===== src/rtl/seg_scan_driver.sv =====
// Time-multiplexed seven-segment scan stage. Holds an N-digit packed
// BCD/hex value and presents one nibble at a time to the downstream
// decoder. Each digit drives its active-low anode. A dark gap comes before
// every digit. New values wait in a shadow register and are applied only
// at a frame wrap, so a frame never mixes old and new digits.
module seg_scan_driver #(
    parameter int N_DIGITS     = 2,
    parameter int DIGIT_CYCLES = 50000,
    parameter int GAP_CYCLES   = 500
) (
    input  logic                    clk,
    input  logic                    rst,
    input  logic [4*N_DIGITS-1:0]   value_in,
    input  logic                    load,
    input  logic [N_DIGITS-1:0]     blank_in,
    input  logic                    lzs_en,
    output logic [3:0]              bcd_out,
    output logic [N_DIGITS-1:0]     an,
    output logic                    frame_done,
    output logic                    pending
);

    localparam int IW   = $clog2(N_DIGITS);
    localparam int MAXC = (DIGIT_CYCLES > GAP_CYCLES) ? DIGIT_CYCLES : GAP_CYCLES;
    localparam int CW   = $clog2(MAXC + 1);

    localparam logic [CW-1:0] GAP_LAST   = CW'(GAP_CYCLES - 1);
    localparam logic [CW-1:0] DIGIT_LAST = CW'(DIGIT_CYCLES - 1);
    localparam logic [IW-1:0] IDX_LAST   = IW'(N_DIGITS - 1);

    typedef enum logic {
        ST_GAP = 1'b0,
        ST_ON  = 1'b1
    } state_t;

    state_t                  state_q, state_d;
    logic [IW-1:0]           idx_q, idx_d;
    // Counts cycles already spent in the current state; the state ends when
    // the count reaches its length minus one.
    logic [CW-1:0]           cnt_q, cnt_d;
    logic [4*N_DIGITS-1:0]   active_q, active_d;
    logic [4*N_DIGITS-1:0]   shadow_q, shadow_d;
    logic                    pending_q, pending_d;
    logic [3:0]              bcd_q, bcd_d;
    logic [N_DIGITS-1:0]     an_q, an_d;
    logic                    fd_q, fd_d;

    logic [3:0]              act_nib [N_DIGITS];
    logic [3:0]              sh_nib  [N_DIGITS];
    logic [N_DIGITS-1:0]     dark_vec;

    // Per-digit nibble views and dark decision (blanking or leading zero).
    for (genvar gi = 0; gi < N_DIGITS; gi++) begin : g_digit
        assign act_nib[gi] = active_q[4*gi +: 4];
        assign sh_nib[gi]  = shadow_q[4*gi +: 4];
        if (gi == 0) begin : g_lsd
            // The least significant digit always shows, even when zero.
            assign dark_vec[gi] = blank_in[gi];
        end else begin : g_upper
            logic hi_zero;
            assign hi_zero      = (active_q[4*N_DIGITS-1:4*gi] == '0);
            assign dark_vec[gi] = blank_in[gi] | (lzs_en & hi_zero);
        end
    end

    // Next-state logic: gap/on sequencing, digit advance and frame-wrap update.
    always_comb begin
        state_d   = state_q;
        idx_d     = idx_q;
        cnt_d     = cnt_q + 1'b1;
        active_d  = active_q;
        shadow_d  = shadow_q;
        pending_d = pending_q;
        bcd_d     = bcd_q;
        an_d      = an_q;
        fd_d      = 1'b0;

        if (load) begin
            shadow_d  = value_in;
            pending_d = 1'b1;
        end

        case (state_q)
            ST_GAP: begin
                if (cnt_q == GAP_LAST) begin
                    state_d = ST_ON;
                    cnt_d   = '0;
                    // Dark-ness is frozen here for the whole on period.
                    an_d    = dark_vec[idx_q] ? '1 : ~(N_DIGITS'(1) << idx_q);
                end
            end
            ST_ON: begin
                if (cnt_q == DIGIT_LAST) begin
                    state_d = ST_GAP;
                    cnt_d   = '0;
                    an_d    = '1;
                    if (idx_q == IDX_LAST) begin
                        idx_d = '0;
                        fd_d  = 1'b1;
                        if (pending_q) begin
                            active_d = shadow_q;
                            bcd_d    = sh_nib[0];
                        end else begin
                            bcd_d    = act_nib[0];
                        end
                        // A load landing on the wrap edge stays pending.
                        if (!load) begin
                            pending_d = 1'b0;
                        end
                    end else begin
                        idx_d = idx_q + 1'b1;
                        bcd_d = act_nib[idx_q + 1'b1];
                    end
                end
            end
            default: begin
                state_d = ST_GAP;
                cnt_d   = '0;
                an_d    = '1;
            end
        endcase
    end

    // State and output registers, cleared asynchronously to a dark display.
    always_ff @(posedge clk or negedge rst) begin
        if (!rst) begin
            state_q   <= ST_GAP;
            idx_q     <= '0;
            cnt_q     <= '0;
            active_q  <= '0;
            shadow_q  <= '0;
            pending_q <= 1'b0;
            bcd_q     <= '0;
            an_q      <= '1;
            fd_q      <= 1'b0;
        end else begin
            state_q   <= state_d;
            idx_q     <= idx_d;
            cnt_q     <= cnt_d;
            active_q  <= active_d;
            shadow_q  <= shadow_d;
            pending_q <= pending_d;
            bcd_q     <= bcd_d;
            an_q      <= an_d;
            fd_q      <= fd_d;
        end
    end

    assign bcd_out    = bcd_q;
    assign an         = an_q;
    assign frame_done = fd_q;
    assign pending    = pending_q;

endmodule

===== config.mk =====
export PLATFORM = sky130hd
export DESIGN_NAME = seg_scan_driver
export DESIGN_NICKNAME = d
export VERILOG_FILES = /design/src/rtl/seg_scan_driver.sv
export SDC_FILE = /design/constraint.sdc
export NUM_CORES = 1
export LEC_CHECK = 0
export CORE_MARGIN = 2
export CORE_UTILIZATION = 57
export CTS_BUF_LIST = sky130_fd_sc_hd__clkbuf_4
export DETAILED_ROUTE_END_ITERATION = 8
export PLACE_DENSITY_LB_ADDON = 0.05
export SETUP_SLACK_MARGIN = 0.05
export SLEW_MARGIN = 20
export SYNTH_ARGS = -nofsm -noshare
export SYNTH_HDL_FRONTEND = slang
export SYNTH_SLANG_ARGS = --single-unit

===== constraint.sdc =====
create_clock -name clk -period 2.4 [get_ports clk]
set_clock_uncertainty 0.2 [all_clocks]
set_input_delay 0.48 -clock clk [delete_from_list [all_inputs] [get_ports clk]]
set_output_delay 0.48 -clock clk [all_outputs]
set_load 0.05 [all_outputs]

---- Word-level counts from Yosys, hierarchy flattened ----
Index checks and enable logic that the tools add are counted.
cells by class
  add/subtract/negate cells ............... 2
  order comparisons ....................... 2
  equal/unequal tests ..................... 4
  shift operators ......................... 1
  muxes and demuxes ....................... 26
  bitwise gates (word level) .............. 5
  reduce and logical (&&, ||, !) cells .... 4
operator list
  operator                                                    count
  two-way mux 16 bit                                          2
  case mux 16 bit (2 select lines)                            1
  two-way mux 4 bit                                           5
  adder 16 x 1 -> 16 bit, second input constant               1
  equality test 16 bit, second input constant                 1
  equality test 16 x 9 -> 1 bit, second input constant        1
  two-way mux 1 bit                                           13
  two-way mux 2 bit                                           3
  zero test 4 bit                                             1
  case mux 2 bit (2 select lines)                             1
  AND reduction 2 bit                                         2
  AND reduction 4 bit                                         1
  greater-or-equal comparator 2 bit, second input constant    1
  less-than comparator 1 x 2 -> 1 bit, second input constant  1
  != test 2 x 1 -> 1 bit, second input constant               1
  != test 2 bit, second input constant                        1
  inverter 1 -> 2 bit                                         1
  inverter 2 bit                                              1
  case mux 1 bit (2 select lines)                             1
  left shift 1 x 1 -> 2 bit, first input constant             1
  adder 1 bit, second input constant                          1
  bitwise AND 1 bit                                           1
  inverter 1 bit                                              1
  OR 1 bit                                                    1
word-level totals
  register bits after elaboration ......... 42
  input bits .............................. 14
  word-level logic and storage cells ...... 53

---- Longest topological paths before layout ----
  word-level depth ........................ 8
  gate-level depth with buffers ........... 6
  mapped depth without buffers ............ 5

---- Least setup slack after synthesis ----
Ideal clock, no wire load.
  kind .................................... register -> register
  from .................................... reg cnt_q[12]
  to ...................................... reg cnt_q[4]
  setup time .............................. 119 ps
  data arrival time ....................... 1877 ps
  required time ........................... 2081 ps
  path slack .............................. 204 ps
  cell stages (with the launch flop) ...... 6
  buffers on the path ..................... 1
  period minus slack after synthesis ...... 2196 ps
  cells stage by stage .................... dfrtp_1 -> or4_4 -> or4_4 -> o22ai_2 -> buf_6 -> nor2_1
between the ends
  cells in the longest elaborated chain, start to end .. 3
ends and longest elaborated chain
  element                                                                RTL line  source
  start: declaration                                                     40        logic [CW-1:0] cnt_q, cnt_d;
  start signal: assignment                                               139       cnt_q <= cnt_d;
  equality test 16 bit or equality test 16 x 9 -> 1 bit (tied branches)  93, 85
  two-way mux 16 bit (on tied branches)                                  93, 85
  case mux 16 bit (2 select lines) (*)                                   83        case (state_q)
  net cnt_d[4]                                                           40
Mark *: on every way through the listed nets, which the timed path passes. The rest lies on a longest branch.
A chain may end at the register's enable or synchronous reset.

---- Worst setup path after layout ----
  from .................................... reg cnt_q[12]
  to ...................................... reg active_q[3]
between the ends
  cells in the longest elaborated chain, start to end .. 2
ends and longest elaborated chain
  element                               RTL line  source
  equality test 16 bit                  93        if (cnt_q == DIGIT_LAST) begin
  AND reduction 4 bit (no source line)  n/a
  end signal: assignment                140       active_q <= active_d;
  end: declaration                      41        logic [4*N_DIGITS-1:0] active_q, active_d;
Every way passes these cells.

==> impl_metrics.py <==
metrics = {
    "clocking": {
        "root_buffer": "clkbuf_4",
        "cts_tree": "yes",
        "clk_latency_ns": 0.35,
        "clockBufferDepth": 2,
        "clk_pin_slew_ns": 0.12,
        "htree_levels": 2,
        "clkSinkCount": 42,
        "cts-buffers-inserted": 5,
    },
    "timing": {
        "tightestPinTransition_ns": 0.512,
        "min_period_over_period_pct": 96.9,
        "rsz0062_at_grt": "true",
        "layout_min_cycle_time_ns": 2.33,
        "fmax_mhz": 430,
        "setup_violations": 0,
        "relSlewSlack_pct": 65.8,
        "slew_violations": 0,
        "hold_violations": 0,
    },
    "synthesis": {
        "synth_nets": 176,
        "synth.top_cell.area_share_pct": 51.8,
        "synth_common_cells": "dfrtp_1, mux2_2, nor2_1, xnor2_1",
        "avgSynthCellArea_um2": 12.0,
        "ys_top_cells_by_area": "dfrtp_1, mux2_2, xnor2_1",
        "yosys_warnings": 0,
        "yosysSeqAreaShare_pct": 54.5,
        "synth_edf_count": 0,
        "ys_ff_latch": 42,
        "synth-async-reset-ratio_pct": 100,
        "ys.flop_type": "dfrtp_1",
        "yosysMostFrequentCell": "dfrtp_1",
        "synth_cells": 161,
        "netlist_area_um2": 1930,
        "synth.largest_area_cell": "dfrtp_1",
        "ys_types": 35,
    },
    "floorplanning": {
        "fp-row-count": 21,
        "core_um2": 3280,
        "pin_count": 22,
        "dieHeight_um": 62.2,
        "initial_utilization_pct": 58.8,
        "dieArea_um2": 3870,
        "die_w_um": 62.2,
    },
    "place": {
        "portBuffers": 21,
        "dp.final_hpwl_mm": 2.71,
        "dp_cells": 234,
        "globalplace.congestion": 0.935,
        "placed_cell_area_um2": 2250,
    },
    "critical_path": {
        "worst-setup-path-type": "flip-flop to flip-flop",
        "worst-path-max-fanout": 8,
        "reg2reg_depth": 4,
        "worstPathArrival_ns": 2.37,
        "startpoint_type": "flip-flop",
        "required_ns": 2.45,
        "crit_path_end_kind": "flip-flop",
    },
    "global_routing": {
        "antenna_found_initial": 0,
        "grt_pass1_wl_mm": 6.70,
        "grt_pass1_vias": 1405,
        "grt_max_degree": 43,
        "track_usage_pct": 22.1,
        "overflow": 0,
    },
    "job": {
        "drv_cap": 0,
    },
    "pwr": {
        "ir_worst_vdd_mv": 0.374,
        "power_mw": 1.34,
        "p_leak_nw": 1.12,
        "pwr_density_cell_nw_per_um2": 556,
    },
    "routing": {
        "wl_per_cell_um": 15.6,
        "vias": 1377,
        "drt-total-wl_mm": 3.86,
        "dr.pass1.iters": 4,
        "drt_iter0_drc": 54,
        "post-route-drc-count": 0,
        "ant_nets": 0,
        "vias_per_cell": 5.57,
    },
    "min_path": {
        "hold_path_class": "flip-flop to flip-flop",
        "hold_depth": 1,
    },
    "final_layout": {
        "diodes": 0,
        "final_nets": 215,
        "syn_to_final_growth_pct": 24.7,
        "stdcell_area_um2": 2410,
        "final_cells": 247,
        "drive_above_1_share_pct": 29.4,
    },
    "outcome": {
        "outcome": "finished clean",
    },
}
==> sequential cells by signal, indices dropped and copies added, names as in the netlist <==
signal,cells
active_q,8
an,2
bcd_out,4
cnt_q,16
frame_done,1
idx_q,1
pending,1
shadow_q,8
state_q,1
==> cell type report <==
type / count / area (um^2)
Clock buffer: 5 / 37.5
Clock inverter: 3 / 68.8
Fill cell: 246 / 876
Inverter: 6 / 22.5
Multi-Input combinational cell: 108 / 842
Sequential cell: 42 / 1050
Tap cell: 46 / 57.6
Timing Repair Buffer: 37 / 327
==> final timing paths <==
check | start | to | slack (ns)
setup / recovery | cnt_q[12] | active_q[3] | 0.07
hold / removal | active_q[2] | active_q[2] | 0.32
setup reg to reg | cnt_q[12] | active_q[3] | 0.07
hold reg to reg | active_q[2] | active_q[2] | 0.32
max in group asynchronous | rst | an[0] | 1.10
min in group asynchronous | rst | cnt_q[7] | 0.53
==> metal layers <==
metal	GRT usage [%]	vias up	part of all wire, %
met5	0	-	0
met2	36.7	40	51
met3	4.53	8	5.2
li1	-	648	-
met1	29.4	681	42
met4	6.94	0	1.5
==> layout by cell type, fill, tap and decap left out, types with 5 or more instances in the layout <==
master,n
nand2_1,5
a21oi_1,6
mux2i_1,5
mux2_2,19
clkdlybuf4s50_1,17
inv_1,6
xnor2_1,11
clkbuf_4,5
buf_4,15
nor2_1,20
dfrtp_1,40
nand3_1,5
==> metrics by stage <==
stage / TNS [ns] / utilization (%) / setup slack (ns) / hold WS (ns)
6_report: 0 / 73.3 / 0.0746 / 0.321
3_5_place_dp: 0 / 68.4 / 0.0417 / 0.288
2_1_floorplan: 0 / - / 0.204 / -0.0156
5_1_grt: -0.00490 / 73.3 / -0.00490 / 0.343
3_3_place_gp: 0 / 68.4 / 0.109 / 0.264
4_1_cts: 0 / 72.3 / 0.0700 / 0.326
==> repair_timing <==
item,4_1_cts,5_1_grt
pin swaps,0,1
resized for setup,3,3
endpoints found under the hold margin,18,0
hold buffers,1,0
endpoints found under the setup margin,10,20
buffers inserted,1,3
==> where the power goes <==
part           switching (mW)  internal, mW  total, mW
Clock                   0.223         0.326      0.549
Combinational          0.0250        0.0347     0.0596
Sequential            0.00869         0.721      0.730
Total                   0.257          1.08       1.34
==> cell families (layout without fill, tap and decap cells) <==
family                   Yosys count  in the layout  synth area share [%]
flip-flops                        42             42                  54.5
multiplexers                      25             25                  14.2
adder cells (fa/ha/maj)            1              1                 0.648
AO/OA/AOI/OAI                     13             13                  4.66
AND/OR/NAND/NOR                   55             55                  17.0
buffers and inverters             11             51                  2.59
XOR/XNOR                          14             14                  6.35
==> worst max-delay path: stages, from the launching register on <==
cell     delay [ns]
dfrtp_1        0.40
or4_4          0.58
nor4_4         0.43
nand4_4        0.24
mux2_4         0.36
No activity file was read; power rests on OpenSTA's default activity.
